### src/rtl/scan_chain_controller.sv
// Scan chain initiator: serially loads a pattern word, pulses capture, unloads the response word.
// Optional MISR signature over responses when SCAN_CTRL_MISR_EN is defined.
module scan_chain_controller #(
  parameter int CHAIN_LEN = 8,
  parameter int CAPTURE_CYCLES = 1,
  parameter logic [CHAIN_LEN-1:0] MISR_POLY = 'h1D
) (
  input  logic                 clk,
  input  logic                 rst_n,
  input  logic [CHAIN_LEN-1:0] pat_data,
  input  logic                 pat_valid,
  output logic                 pat_ready,
  output logic [CHAIN_LEN-1:0] rsp_data,
  output logic                 rsp_valid,
  input  logic                 rsp_ready,
  output logic                 scan_en,
  output logic                 scan_in,
  input  logic                 scan_out,
  output logic                 busy,
  input  logic                 sig_clr,
  output logic [CHAIN_LEN-1:0] sig
);

  localparam int BW = $clog2(CHAIN_LEN + 1);
  localparam int CW = $clog2(CAPTURE_CYCLES + 1);
  localparam logic [BW-1:0] BIT_LAST = BW'(CHAIN_LEN - 1);
  localparam logic [BW-1:0] BIT_ONE  = BW'(1);
  localparam logic [CW-1:0] CAP_LAST = CW'(CAPTURE_CYCLES - 1);
  localparam logic [CW-1:0] CAP_ONE  = CW'(1);

  typedef enum logic [2:0] {IDLE, SHIFT_IN, CAPTURE, SHIFT_OUT, RESP} state_t;

  state_t               state, state_nx;
  logic [BW-1:0]        bit_cnt, bit_cnt_nx;
  logic [CW-1:0]        cap_cnt, cap_cnt_nx;
  logic [CHAIN_LEN-1:0] sh, sh_nx;
  logic [CHAIN_LEN-1:0] rsp_q, rsp_nx;
  logic                 scan_en_q, scan_en_nx;
  logic                 scan_in_q, scan_in_nx;
  logic                 rsp_load;

  // sh doubles as the outgoing pattern register and the incoming response accumulator;
  // scan_en/scan_in are computed one cycle ahead so the pins come straight from flops.
  always_comb begin
    state_nx   = state;
    bit_cnt_nx = bit_cnt;
    cap_cnt_nx = cap_cnt;
    sh_nx      = sh;
    scan_en_nx = 1'b0;
    scan_in_nx = 1'b0;
    rsp_load   = 1'b0;
    rsp_nx     = {sh[CHAIN_LEN-2:0], scan_out};
    unique case (state)
      IDLE: begin
        if (pat_valid) begin
          state_nx   = SHIFT_IN;
          sh_nx      = {pat_data[CHAIN_LEN-2:0], 1'b0};
          scan_en_nx = 1'b1;
          scan_in_nx = pat_data[CHAIN_LEN-1];
          bit_cnt_nx = '0;
        end
      end
      SHIFT_IN: begin
        if (bit_cnt == BIT_LAST) begin
          state_nx   = CAPTURE;
          bit_cnt_nx = '0;
          cap_cnt_nx = '0;
        end else begin
          scan_en_nx = 1'b1;
          scan_in_nx = sh[CHAIN_LEN-1];
          sh_nx      = {sh[CHAIN_LEN-2:0], 1'b0};
          bit_cnt_nx = bit_cnt + BIT_ONE;
        end
      end
      CAPTURE: begin
        if (cap_cnt == CAP_LAST) begin
          state_nx   = SHIFT_OUT;
          scan_en_nx = 1'b1;
          cap_cnt_nx = '0;
        end else begin
          cap_cnt_nx = cap_cnt + CAP_ONE;
        end
      end
      SHIFT_OUT: begin
        sh_nx = {sh[CHAIN_LEN-2:0], scan_out};
        if (bit_cnt == BIT_LAST) begin
          state_nx   = RESP;
          bit_cnt_nx = '0;
          rsp_load   = 1'b1;
        end else begin
          scan_en_nx = 1'b1;
          bit_cnt_nx = bit_cnt + BIT_ONE;
        end
      end
      RESP: begin
        if (rsp_ready) state_nx = IDLE;
      end
      default: state_nx = IDLE;
    endcase
  end

  always_ff @(posedge clk or negedge rst_n) begin
    if (!rst_n) begin
      state     <= IDLE;
      bit_cnt   <= '0;
      cap_cnt   <= '0;
      sh        <= '0;
      rsp_q     <= '0;
      scan_en_q <= 1'b0;
      scan_in_q <= 1'b0;
    end else begin
      state     <= state_nx;
      bit_cnt   <= bit_cnt_nx;
      cap_cnt   <= cap_cnt_nx;
      sh        <= sh_nx;
      scan_en_q <= scan_en_nx;
      scan_in_q <= scan_in_nx;
      if (rsp_load) rsp_q <= rsp_nx;
    end
  end

  assign scan_en   = scan_en_q;
  assign scan_in   = scan_in_q;
  assign pat_ready = (state == IDLE);
  assign rsp_valid = (state == RESP);
  assign busy      = (state != IDLE);
  assign rsp_data  = rsp_q;

`ifdef SCAN_CTRL_MISR_EN
  function automatic logic [CHAIN_LEN-1:0] misr_step(input logic [CHAIN_LEN-1:0] cur,
                                                     input logic [CHAIN_LEN-1:0] din);
    misr_step = {cur[CHAIN_LEN-2:0], 1'b0} ^ (cur[CHAIN_LEN-1] ? MISR_POLY : '0) ^ din;
  endfunction

  logic [CHAIN_LEN-1:0] sig_q;

  // One signature step per response, on the edge that enters RESP; clear wins.
  always_ff @(posedge clk or negedge rst_n) begin
    if (!rst_n)        sig_q <= '0;
    else if (sig_clr)  sig_q <= '0;
    else if (rsp_load) sig_q <= misr_step(sig_q, rsp_nx);
  end

  assign sig = sig_q;
`else
  logic unused_misr;
  assign unused_misr = sig_clr | (|MISR_POLY);
  assign sig = '0;
`endif

`ifndef SYNTHESIS
  a_quiet_chain: assert property (@(posedge clk) disable iff (!rst_n)
    (state == IDLE || state == RESP) |-> !scan_en_q);
  a_rsp_hold: assert property (@(posedge clk) disable iff (!rst_n)
    (state == RESP && !rsp_ready) |=> (state == RESP && $stable(rsp_q)));
`endif

endmodule

### config.mk
export PLATFORM = sky130hd
export DESIGN_NAME = scan_chain_controller
export DESIGN_NICKNAME = d
export VERILOG_FILES = /design/src/rtl/scan_chain_controller.sv
export SDC_FILE = /design/constraint.sdc
export NUM_CORES = 1
export LEC_CHECK = 0
export BUFFER_PORTS_ARGS = -buffer_cell sky130_fd_sc_hd__buf_2
export CORE_MARGIN = 10
export CORE_UTILIZATION = 46
export CTS_CLUSTER_DIAMETER = 100
export DETAILED_ROUTE_END_ITERATION = 16
export GPL_TIMING_DRIVEN = 1
export PLACE_DENSITY = 0.84
export SLEW_MARGIN = 5
export SYNTH_ARGS = -nofsm -noshare
export SYNTH_HDL_FRONTEND = slang
export SYNTH_SLANG_ARGS = --single-unit
### constraint.sdc
create_clock -name clk -period 1.7 [get_ports clk]
set_input_delay 0.085 -clock clk [delete_from_list [all_inputs] [get_ports clk]]
set_output_delay 0.085 -clock clk [all_outputs]
set_load 0.005 [all_outputs]
# Word level (Yosys, flattened, before mapping)
# Cells that the tools add are included.
# Widths: inputs -> output; s select.
# totals
register_bits	26
inputBits	14
out_inout_bits	21
elab_cells	54
# classes
n_addsub	2
n_eq_ne	11
n_mux	24
reduce_logical	10
# ops
op	count
$pmux 8 s3	1
$mux 8	2
$mux 3	5
$pmux 3 s5	1
$ne 2x2->1 const B	5
$mux 1	9
$mux 4	2
$pmux 4 s2	1
$eq 3x2->1 const B	2
$reduce_bool 3->1	2
$reduce_and 5->1	1
$add 4x1->4 const B	1
$eq 4x3->1 const B	1
$pmux 1 s2	2
$reduce_and 2->1	2
$reduce_bool 2->1	2
$eq 3x1->1 const B	1
$eq 3x3->1 const B	1
$logic_not 3->1	1
$pmux 1 s3	1
$reduce_and 3->1	1
$ne 2x1->1 const B	1
$reduce_or 2->1	1
$add 1x1->1 const B	1

# Longest topological paths before layout
# logic_depth
word_depth	4
mapped_depth	6
ltp_nobuf	5

# Worst setup path after synthesis
# No wires, ideal clock.
# synth_path
path_kind	register to register
from	register bit_cnt[0]
to	register sh[1]
setup_ps	125
arrival_ps	1440
t_required_ps	1575
path_slack_ps	136
stages_incl_launch_ff	5
path_buffers	0
period_less_slack_ps	1564
path_cell_list	dfrtp_1 > ha_1 > nand3b_4 > o31ai_4 > mux2_2
# synth_between
elab_chain_len	3
# synth_rtl
item	line_no	source
start: declaration	34	logic [BW-1:0] bit_cnt, bit_cnt_nx;
start signal: assignment	113	bit_cnt <= bit_cnt_nx;
$eq 4x3->1	64	if (bit_cnt == BIT_LAST) begin
$ne 2x2->1 (no line)	--	
$reduce_and 3->1 (no line)	--	
end signal: assignment	115	sh <= sh_nx;
end: declaration	36	logic [CHAIN_LEN-1:0] sh, sh_nx;
# Every way passes these cells.
# A chain may end at the register's enable or synchronous reset.

# Worst setup path in the final report
# layout_path
from	register bit_cnt[0]
to	register sh[7]
# Same word-level chain as after synthesis.

==> impl_metrics.json <==
{
  "max_slew.worst_pin.slew_ns": 0.543,
  "yosys-top-cells-count": "nand2_1 (29), dfrtp_1 (25), mux2_2 (15)",
  "grt_overflow": 0,
  "fmax_mhz": 617,
  "reg2reg_slack_ns": 0.08,
  "antenna_found_initial": 0,
  "drt_iter0_markers": 39,
  "clk_path_buf_depth": 2,
  "cts-root-buf": "clkbuf_4",
  "grt_max_degree": 26,
  "syn_avg_cell_area_sq_um": 10.9,
  "worst_path_largest_cell_delay_ns": 0.42,
  "powerDensity_nw_per_um2": 1650,
  "io_buffers": 25,
  "cts_buffers": 3,
  "dr_total_vias": 892,
  "vias_per_cell": 4.98,
  "fin_setup_tns_ns": 0,
  "startpoint_type": "flip-flop",
  "grt_pass1_wl_mm": 4.26,
  "path_max_fanout": 4,
  "tritoncts": "built",
  "worstSetupPathType": "reg -> reg",
  "ant_nets": 0,
  "io_pins": 35,
  "cp_data_required_time_ns": 1.90,
  "fillCellCount": 232,
  "wire_per_inst_um": 13.3,
  "comb_power_share_pct": 46.0,
  "power_mw": 2.43,
  "drc": 0,
  "path_buf_inv": 1,
  "hp-class": "in -> reg",
  "synth_cell_type_count": 27,
  "grt_use_total_pct": 9.76,
  "slew_violations": 0,
  "yosys.cell_count.top_type": "nand2_1",
  "synth_top_area_share_pct": 49.6,
  "crit_path_cell_trace": "ha_2 -> nand3b_4 -> o31ai_4 -> buf_4 -> mux2_2",
  "die_area_sq_um": 5240,
  "switching_power_mw": 0.901,
  "yosys-top-cells-area": "dfrtp_1 (50%), mux2_2 (13%), nand2_1 (8.6%), buf_4 (6.0%), nand2b_4 (2.2%)",
  "seq_area_sq_um": 626,
  "synth_edf_count": 0,
  "path_delay_family": "flip-flops",
  "rsz0062_at_grt": "false",
  "yosysWarnings": 0,
  "dp_slack_ns": 0.0637,
  "post-route-min-period_ns": 1.62,
  "final_area_sq_um": 1470,
  "power_leakage_nw": 0.788,
  "rows": 18,
  "die_x_um": 72.4,
  "grt_pass1_vias": 1009,
  "postCtsSetupBuffers": 0,
  "finalClockSkew_ns": 0.00598,
  "globalplace.congestion": 0.800,
  "core_sq_um": 2540,
  "endpoint_kind": "flip-flop",
  "swShare_pct": 37.1,
  "ir_worst_vdd_v": 0.000885,
  "fp.dieH_um": 72.4,
  "hold_viol": 0,
  "intPower_mw": 1.53,
  "fin_cells": 179,
  "status": "complete, no violations",
  "dpl.hpwl_mm": 1.92,
  "htree_num_levels": 1,
  "p_clk_share_pct": 10.4,
  "synth_area_leader_cell": "dfrtp_1",
  "cts_sinks": 25,
  "initial_utilization_pct": 49.6,
  "slew-limit-headroom_pct": 63.8,
  "slowest_stage": "dfrtp_1",
  "dp.cells": 172,
  "dpl-instance-area_sq_um": 1410,
  "synth_seq_area_share_pct": 49.6,
  "antennaDiodeCount": 0,
  "synthesis.area_sq_um": 1260,
  "wl_mm": 2.39,
  "setup_viol": 0,
  "syn2layout_area_growth_pct": 16.7,
  "ys_ff_latch": 25,
  "fin_crit_sh_pct": 95.3,
  "seq_power_share_pct": 43.5,
  "clkTransAtPathRegs_ns": 0.13,
  "clk_latency_ns": 0.31,
  "final_nets": 165,
  "synthCells": 116,
  "layout_setup_ws_ns": 0.0804,
  "drive_gt1_share_pct": 38.9,
  "ys_async_sr_fraction_pct": 100,
  "multi_input_area_sq_um": 563,
  "arrival_ns": 1.82,
  "synth_ff_type": "dfrtp_1",
  "dr.pass1.iters": 4,
  "cap_violations": 0
}
## stage by stage
step           hold slack, ns  util [%]
2_1_floorplan          -0.211         -
3_3_place_gp           0.0920      55.5
3_5_place_dp            0.103      55.5
4_1_cts               0.00610      57.3
5_1_grt               0.00294      57.8
6_report               0.0339      57.8
## cell type report
class                           count  area share [%]
Clock buffer                        4            1.79
Inverter                            3           0.765
Multi-Input combinational cell     82            38.3
Sequential cell                    25            42.5
Tap cell                           30            2.55
Timing Repair Buffer               35            14.1
## flip-flops by register name, summed over array words and instances, names as in the netlist
signal    cells
state         3
scan_in       1
scan_en       1
rsp_data      8
sh            8
bit_cnt       4
## power groups by stage
stage	clock network, mW	registers (mW)	logic [mW]
floorplan	0	0.978	0.878
global placement	0	1.05	1.08
detailed placement	0	1.07	1.13
CTS	0.272	1.06	1.13
global route	0.303	1.10	1.28
finish	0.254	1.06	1.12
## final timing paths
| check | from | endpoint | cells after the start |
|---|---|---|---|
| worst min register to register | rsp_data[7] | rsp_data[7] | 1 |
| worst min-delay path | rsp_ready | state[2] | 3 |
| min in group asynchronous | rst_n | scan_in | 2 |
| max in group asynchronous | rst_n | sh[7] | 2 |
| worst max-delay path | bit_cnt[0] | sh[7] | 5 |
| worst max register to register | bit_cnt[0] | sh[7] | 5 |
## placed cells by master (no fill, tap or decap)
master	n
nand2b_4	2
nor3b_1	1
dlygate4sd3_1	3
a21oi_4	1
nor2b_1	1
dfrtp_1	25
buf_2	25
and3b_2	1
nand3_1	4
inv_1	3
clkbuf_4	3
a211oi_1	2
ha_2	1
buf_4	7
a21o_1	1
a21oi_1	1
conb_1	8
nand3b_4	1
nand2_1	29
a31oi_1	1
clkbuf_1	1
mux2_2	15
nand3b_1	1
nor3_4	1
xor2_1	1
nor2_1	4
o31ai_4	1
a32o_1	1
o21ai_0	1
nor3_1	3
## per-layer routing
metal	track usage, %	part of all wire, %	routed length [um]
met1	10.7	40	954
met2	17.0	51	1230
met3	3.81	8.7	208
met4	2.58	0	0
met5	0	0	0
## cell families after synthesis
group / synth area share [%]
xor+xnor: 0.695
buf+inv: 8.04
flops: 49.6
compound gates: 6.85
simple gates: 20.1
other cells: 0.297
fa+ha+maj: 0.992
mux: 13.4
## worst reg2reg max path: stages (launching register included)
cell,delay [ns]
dfrtp_1,0.42
ha_2,0.24
nand3b_4,0.11
o31ai_4,0.24
buf_4,0.17
mux2_2,0.33
## timing repair
| action | CTS | global route |
|---|---|---|
| endpoints found under the setup margin | 0 | 7 |
| resized for setup | 0 | 1 |
| hold buffers | 2 | 1 |
| hold endpoints to repair | 26 | 1 |
Note: power is estimated with default switching activity, not from simulation.
